[src/rtl/reg_lock_tracker_pkg.sv]
// Shared sizing constants, counter type and lock-tracker FSM encoding.
package maverickOne_pkg;

    localparam int NUM_REGS   = 32;
    localparam int NUM_WB     = 2;
    localparam int LOCK_CNT_W = 2;

    typedef logic [LOCK_CNT_W-1:0] lock_cnt_t;

    typedef enum logic {
        NORMAL  = 1'b0,
        BLOCKED = 1'b1
    } lock_state_e;

endpackage

[src/rtl/reg_lock_cnt.sv]
// Per-register in-flight writer counter. One issue increment and up to NW
// writeback decrements are folded into a single net delta each cycle.
module reg_lock_cnt
    import maverickOne_pkg::*;
#(
    parameter int NW = NUM_WB,
    parameter int CW = LOCK_CNT_W,
    parameter int DW = $clog2(NW + 1)
) (
    input  logic          clk_i,
    input  logic          arst_i,
    input  logic          inc_i,
    input  logic [DW-1:0] dec_i,
    output logic [CW-1:0] cnt_o,
    output logic          nz_next_o,
    output logic          uflow_o
);

    // One spare bit so cnt + 1 never wraps before the compare
    localparam int SW = ((CW > DW) ? CW : DW) + 1;
    localparam logic [SW-1:0] MAX_EXT = SW'((1 << CW) - 1);

    logic [CW-1:0] cnt_q;
    logic [CW-1:0] cnt_d;
    logic [SW-1:0] up;
    logic [SW-1:0] dn;

    // Net delta with clamping: floor at 0 (flagged), ceiling at full scale
    always_comb begin
        up      = SW'(cnt_q) + SW'(inc_i);
        dn      = SW'(dec_i);
        uflow_o = 1'b0;
        cnt_d   = cnt_q;
        if (dn > up) begin
            uflow_o = 1'b1;
            cnt_d   = '0;
        end else if ((up - dn) > MAX_EXT) begin
            cnt_d = CW'(MAX_EXT);
        end else begin
            cnt_d = CW'(up - dn);
        end
    end

    // Counter register
    always_ff @(posedge clk_i or posedge arst_i) begin
        if (arst_i) begin
            cnt_q <= '0;
        end else begin
            cnt_q <= cnt_d;
        end
    end

    assign cnt_o     = cnt_q;
    assign nz_next_o = (cnt_d != '0);

endmodule

[src/rtl/reg_lock_tracker.sv]
// Architectural register lock state for the issue stage.
//
//   state   | meaning
//   --------+--------------------------------------------------------------
//   NORMAL  | issues accepted unless the destination counter is full
//   BLOCKED | blocking instruction in flight; all regs locked, no issue
//
// Register 0 has no counter; it only reads as locked while BLOCKED.
module reg_lock_tracker
    import maverickOne_pkg::*;
#(
    parameter int NR = NUM_REGS,
    parameter int NW = NUM_WB,
    parameter int CW = LOCK_CNT_W
) (
    input  logic                     clk_i,
    input  logic                     arst_i,
    input  logic                     issue_valid_i,
    input  logic [$clog2(NR)-1:0]    issue_rd_i,
    input  logic                     issue_blocking_i,
    input  logic                     issue_mem_op_i,
    output logic                     issue_ready_o,
    input  logic [NW-1:0]            wb_valid_i,
    input  logic [NW*$clog2(NR)-1:0] wb_rd_i,
    input  logic                     blk_done_i,
    input  logic                     mem_done_i,
    output logic [NR-1:0]            locks_o,
    output logic                     blocking_o,
    output logic                     mem_busy_o,
    output logic                     err_o
);

    localparam int RW = $clog2(NR);
    localparam int DW = $clog2(NW + 1);
    localparam logic [CW-1:0] CNT_MAX = {CW{1'b1}};

    lock_state_e   state_q;
    lock_state_e   state_d;
    logic [NR-1:0] locks_q;
    logic [NR-1:0] locks_d;
    logic          mem_busy_q;
    logic          mem_busy_d;
    logic          err_q;
    logic          err_d;

    logic          accept;
    logic          inc     [NR];
    logic [DW-1:0] dec     [NR];
    logic [CW-1:0] cnt     [NR];
    logic          nz_next [NR];
    logic          uflow   [NR];

    // Ready depends only on registered state and the requested rd
    assign issue_ready_o = (state_q == NORMAL) && (cnt[issue_rd_i] != CNT_MAX);
    assign accept        = issue_valid_i & issue_ready_o;

    // Route the accepted issue and matching writebacks to each counter
    always_comb begin
        for (int i = 0; i < NR; i++) begin
            inc[i] = 1'b0;
            dec[i] = '0;
        end
        for (int i = 1; i < NR; i++) begin
            inc[i] = accept && (issue_rd_i == RW'(i));
            for (int p = 0; p < NW; p++) begin
                if (wb_valid_i[p] && (wb_rd_i[p*RW +: RW] == RW'(i))) begin
                    dec[i] = dec[i] + DW'(1);
                end
            end
        end
    end

    for (genvar g = 0; g < NR; g++) begin : g_cnt
        if (g == 0) begin : g_zero
            assign cnt[g]     = '0;
            assign nz_next[g] = 1'b0;
            assign uflow[g]   = 1'b0;
        end else begin : g_reg
            reg_lock_cnt #(
                .NW (NW),
                .CW (CW),
                .DW (DW)
            ) u_cnt (
                .clk_i     (clk_i),
                .arst_i    (arst_i),
                .inc_i     (inc[g]),
                .dec_i     (dec[g]),
                .cnt_o     (cnt[g]),
                .nz_next_o (nz_next[g]),
                .uflow_o   (uflow[g])
            );
        end
    end

    // Next state, memory-busy, sticky error and next lock vector
    always_comb begin
        state_d    = state_q;
        mem_busy_d = mem_busy_q;
        err_d      = err_q;
        locks_d    = '0;

        case (state_q)
            NORMAL: begin
                if (accept && issue_blocking_i) begin
                    state_d = BLOCKED;
                end
                if (blk_done_i) begin
                    err_d = 1'b1;
                end
            end
            BLOCKED: begin
                if (blk_done_i) begin
                    state_d = NORMAL;
                end
            end
            default: state_d = NORMAL;
        endcase

        if (issue_valid_i && !issue_ready_o) begin
            err_d = 1'b1;
        end

        // A new memory op wins over a completion in the same cycle
        if (accept && issue_mem_op_i) begin
            mem_busy_d = 1'b1;
        end else if (mem_done_i) begin
            mem_busy_d = 1'b0;
        end

        for (int i = 0; i < NR; i++) begin
            if (uflow[i]) begin
                err_d = 1'b1;
            end
            locks_d[i] = nz_next[i] || (state_d == BLOCKED);
        end
    end

    // State and output registers
    always_ff @(posedge clk_i or posedge arst_i) begin
        if (arst_i) begin
            state_q    <= NORMAL;
            locks_q    <= '0;
            mem_busy_q <= 1'b0;
            err_q      <= 1'b0;
        end else begin
            state_q    <= state_d;
            locks_q    <= locks_d;
            mem_busy_q <= mem_busy_d;
            err_q      <= err_d;
        end
    end

    assign locks_o    = locks_q;
    assign blocking_o = (state_q == BLOCKED);
    assign mem_busy_o = mem_busy_q;
    assign err_o      = err_q;

endmodule

[config.mk]
export PLATFORM = sky130hd
export DESIGN_NAME = reg_lock_tracker
export DESIGN_NICKNAME = d
export VERILOG_FILES = /design/src/rtl/reg_lock_tracker_pkg.sv /design/src/rtl/reg_lock_cnt.sv /design/src/rtl/reg_lock_tracker.sv
export SDC_FILE = /design/constraint.sdc
export NUM_CORES = 1
export LEC_CHECK = 0
export ABC_CLOCK_PERIOD_IN_PS = 3450
export BUFFER_PORTS_ARGS = -buffer_cell sky130_fd_sc_hd__buf_2
export CORE_MARGIN = 2
export CORE_UTILIZATION = 40
export CTS_CLUSTER_DIAMETER = 120
export DETAILED_ROUTE_END_ITERATION = 12
export GPL_ROUTABILITY_DRIVEN = 0
export SETUP_SLACK_MARGIN = 0.02
export SKIP_LAST_GASP = 1
export SYNTH_ARGS = -nofsm -noshare
export SYNTH_HDL_FRONTEND = slang
export SYNTH_HIERARCHICAL = 1
export SYNTH_SLANG_ARGS = --single-unit
[constraint.sdc]
create_clock -name clk_i -period 3.45 [get_ports clk_i]
set_input_delay 0.5175 -clock clk_i [delete_from_list [all_inputs] [get_ports clk_i]]
set_output_delay 0.5175 -clock clk_i [all_outputs]
set_load 0.02 [all_outputs]
==> key figures <==
Yosys
  – Cells after Synth: 873
  – Area leader, netlist: dfrtp_1
  – Primary FF master, synth: dfrtp_1
  – Top cells by area, synth: dfrtp_1 28%, ha_1 18%, fa_1 15%
  – Register area share after synthesis: 0.2814
  – Post-synth cell types: 41
  – Most instantiated library cell after synthesis: inv_1
  – Syn_area_per_cell: 9.780 um^2
  – Synth Warn #: 6
  – Most frequent cells after synthesis: 160 x inv_1, 124 x ha_1, 96 x dfrtp_1
  – Synth Register Bits: 96
  – Synth async-reset ratio: 1.000
  – Cell area after synthesis: ~8500 um^2
  – Post-synth EDFFs: 0
  – Synth top area share: 0.2814
  – Mapped Nets: 1,083

GRT
  – GR Util All Layers: 0.2559
  – Vias in the first global route: 8,093
  – Largest net degree at the start of global routing: 35
  – First-pass GRT wire length: 42,880 um
  – Remaining Overflow, GRT: 0
  – Initial antenna violation count: 0

Critical path
  – CP peak stage delay: 0.46 ns
  – Buf+Inv Stages, Crit Path: 6
  – Worst R2R End: err_o
  – Most frequent CP cell: buf_4
  – Crit Path Class: input pin to flop
  – Top cell family by delay on the critical path: simple AND/OR/NAND/NOR gates
  – Worst Setup End Kind: flop
  – Worst EP arrival: 4.40 ns
  – Startpoint types: input pin
  – Reg2reg setup slack: -0.69 ns
  – Worst endpoint required time: between 3 and 4 ns
  – Worst-path cell chain: buf_8 > buf_12 > mux2i_2 > buf_4 > a21oi_1 > and3_1 > o221a_4 > or3_4 > buf_4 > nor3_4 > ha_2 > inv_1 > fa_1 > o31a_1 > nor4_4 > buf_4 > o21ai_1 > a2111o_1
  – Critical path's slowest cell: or3_4
  – Number of cells on the worst reg-to-reg path: 14
  – Worst Path Max Fanout: 6
  – Worst R2R Start: g_cnt[10].g_reg.u_cnt/cnt_o[0]

CTS
  – Num CTS Buffers: 9
  – Clk sinks: 96
  – Clock slew at reported path FFs: 0.08 ns
  – CTS tree: built
  – Htree depth: 3
  – CTS max path bufs: 2
  – Clock Latency Late Sink: 0.37 ns
  – Root buf cell: clkbuf_16

Timing
  – Setup_tns: -9.346 ns
  – Fin Clk Skew: 0.01040 ns
  – Worst slew pin tran: 0.8860 ns
  – Period utilization: 1.201
  – Slew headroom: 0.4093
  – Fmax: 0.2412 GHz
  – Max-slew violations: 0
  – Final Hold Fails: 0
  – Worst Setup Slack, final: -0.6952 ns
  – Final setup violation count: between 70 and 80
  – RSZ-0062 raised after global routing: true
  – Minimum clock period: 4.145 ns
  – Final hold slack: 0.3435 ns

Power
  – Peak supply drop: 0.3236 mV
  – LEAKAGE: about 6 nW
  – P per Cell Area: ~600 nW/um^2
  – PnR Total Power: 7.998 mW

Cells and area
  – Synth-to-Final Area Change: 55.67%
  – Multi-input logic area: 6932 um^2
  – Post-layout util: 0.6343
  – # fillers: 1,695
  – Register area: ~2400 um^2
  – Antenna fix cells: 0
  – Nets: 1,422
  – Fraction of layout cells with a size suffix above 1: 0.5259
  – Cell area after layout: between 10,000 and 15,000 um^2
  – Cell Count, Final, Fillers Out: about 1,500

Routing
  – Starting DRC count in detailed routing: 535
  – Total wire length: 27,540 um
  – DRT antenna net count: 0
  – Wire per inst: 18.46 um
  – Via count: 7,678
  – First-pass DRT Iterations: 5
  – Avg Vias per Cell: just over 5
  – Final routed DRC violation total: 0

Run status
  – Outcome: complete, but fails checks
  – Failing checks: negative setup slack

Floorplanning
  – Rows: 53
  – Die area: 22,530 um^2
  – Core ar.: 20,960 um^2
  – Chip width: 150.1 um
  – Die Y: 150.1 um
  – Initial Utilization: 0.4075
  – I/O pins: 60

Worst hold path
  – Hold Path End: mem_busy_o
  – Hold path start: mem_done_i
  – Worst hold stages: 2
  – Worst hold path class: input pin to flop

Placed design
  – Placed cells: approximately 1,500
  – Post-Place Worst Slack: -1.343 ns
  – PortBufs: between 50 and 60
  – Final HPWL DP: 21,890 um
  – Placed Area: between 10,000 and 15,000 um^2

Job
  – Max Cap Violations: 0
==> metal layers <==
| layer | vias to the layer above | share of wire | GRT usage |
|---|---|---|---|
| li1 | 3642 | - | - |
| met1 | 3814 | 0.44 | 0.3364 |
| met2 | 174 | 0.49 | 0.4340 |
| met3 | 48 | 0.037 | 0.02788 |
| met4 | 0 | 0.034 | 0.1005 |
| met5 | - | 0 | 0 |
==> cell type report <==
type / instances / share of cell area
Inverter: 160 / 0.04518
Sequential cell: 96 / 0.1807
Multi-Input combinational cell: 592 / 0.5215
Clock inverter: 7 / 0.005366
Timing Repair Buffer: 353 / 0.2044
Tap cell: 275 / 0.02589
Clock buffer: 9 / 0.01694
==> timing repair <==
item | CTS | global route
gates cloned | 1 | 0
hold buffers | 0 | 0
endpoints found under the hold margin | 0 | 0
buffers inserted | 24 | 17
endpoints found under the setup margin | 94 | 93
pin swaps | 71 | 65
gates resized for setup | 103 | 78
==> report_power, final <==
part           leakage, nW  switching [mW]  total (mW)  internal (mW)
Sequential            1.21           0.337        1.97           1.63
Combinational         4.74            2.42        4.98           2.56
Clock                0.138           0.492        1.05          0.563
Total                 6.09            3.25        8.00           4.75
==> cells by family (layout without fill, tap and decap cells) <==
group                      count (synthesis)  in the layout  share of synthesized area
xor gates and xnor gates                  31             31                    0.03180
DFF                                       96             96                     0.2814
buffers and inverters                    186            529                    0.08631
AOI/OAI and AO/OA                        140            140                     0.1064
muxes                                     23             23                    0.04088
and+or+nand+nor                          211            212                     0.1262
adders and majority gates                186            186                     0.3271
==> sequential cells by signal, summed over array words and instances (netlist names) <==
register and count:
locks_o 32, mem_busy_o 1, g_cnt.g_reg.u_cnt/cnt_o 62, err_o 1
==> worst max path at each step <==
| stage | startpoint | endpoint | slack (ns) | cells past startpoint |
|---|---|---|---|---|
| detailed placement | issue_rd_i[0] | err_o | -1.34 | 16 |
| floorplan | issue_rd_i[0] | err_o | -0.54 | 15 |
| finish | issue_rd_i[1] | err_o | -0.70 | 18 |
| global route | g_cnt[15].g_reg.u_cnt/cnt_o[0] | err_o | -0.82 | 15 |
| CTS | g_cnt[11].g_reg.u_cnt/cnt_o[0] | err_o | -0.68 | 14 |
| global placement | issue_rd_i[0] | err_o | -1.29 | 16 |
==> placed cells by master, fill, tap and decap left out, drive strengths merged, types with 9 or more instances in the layout <==
cell	Yosys	routed
a21oi	63	63
a31oi	32	32
buf	10	353
clkbuf	16	9
dfrtp	96	96
fa	62	62
ha	124	124
inv	160	161
mux2i	9	9
mux4	9	9
nand2	25	25
nand2b	9	9
nand3	16	16
nor2	57	57
nor2b	11	11
nor3	25	25
nor4	22	22
o31a	31	31
or2	33	33
xnor2	31	31
Power figures use the tool's default switching activity.
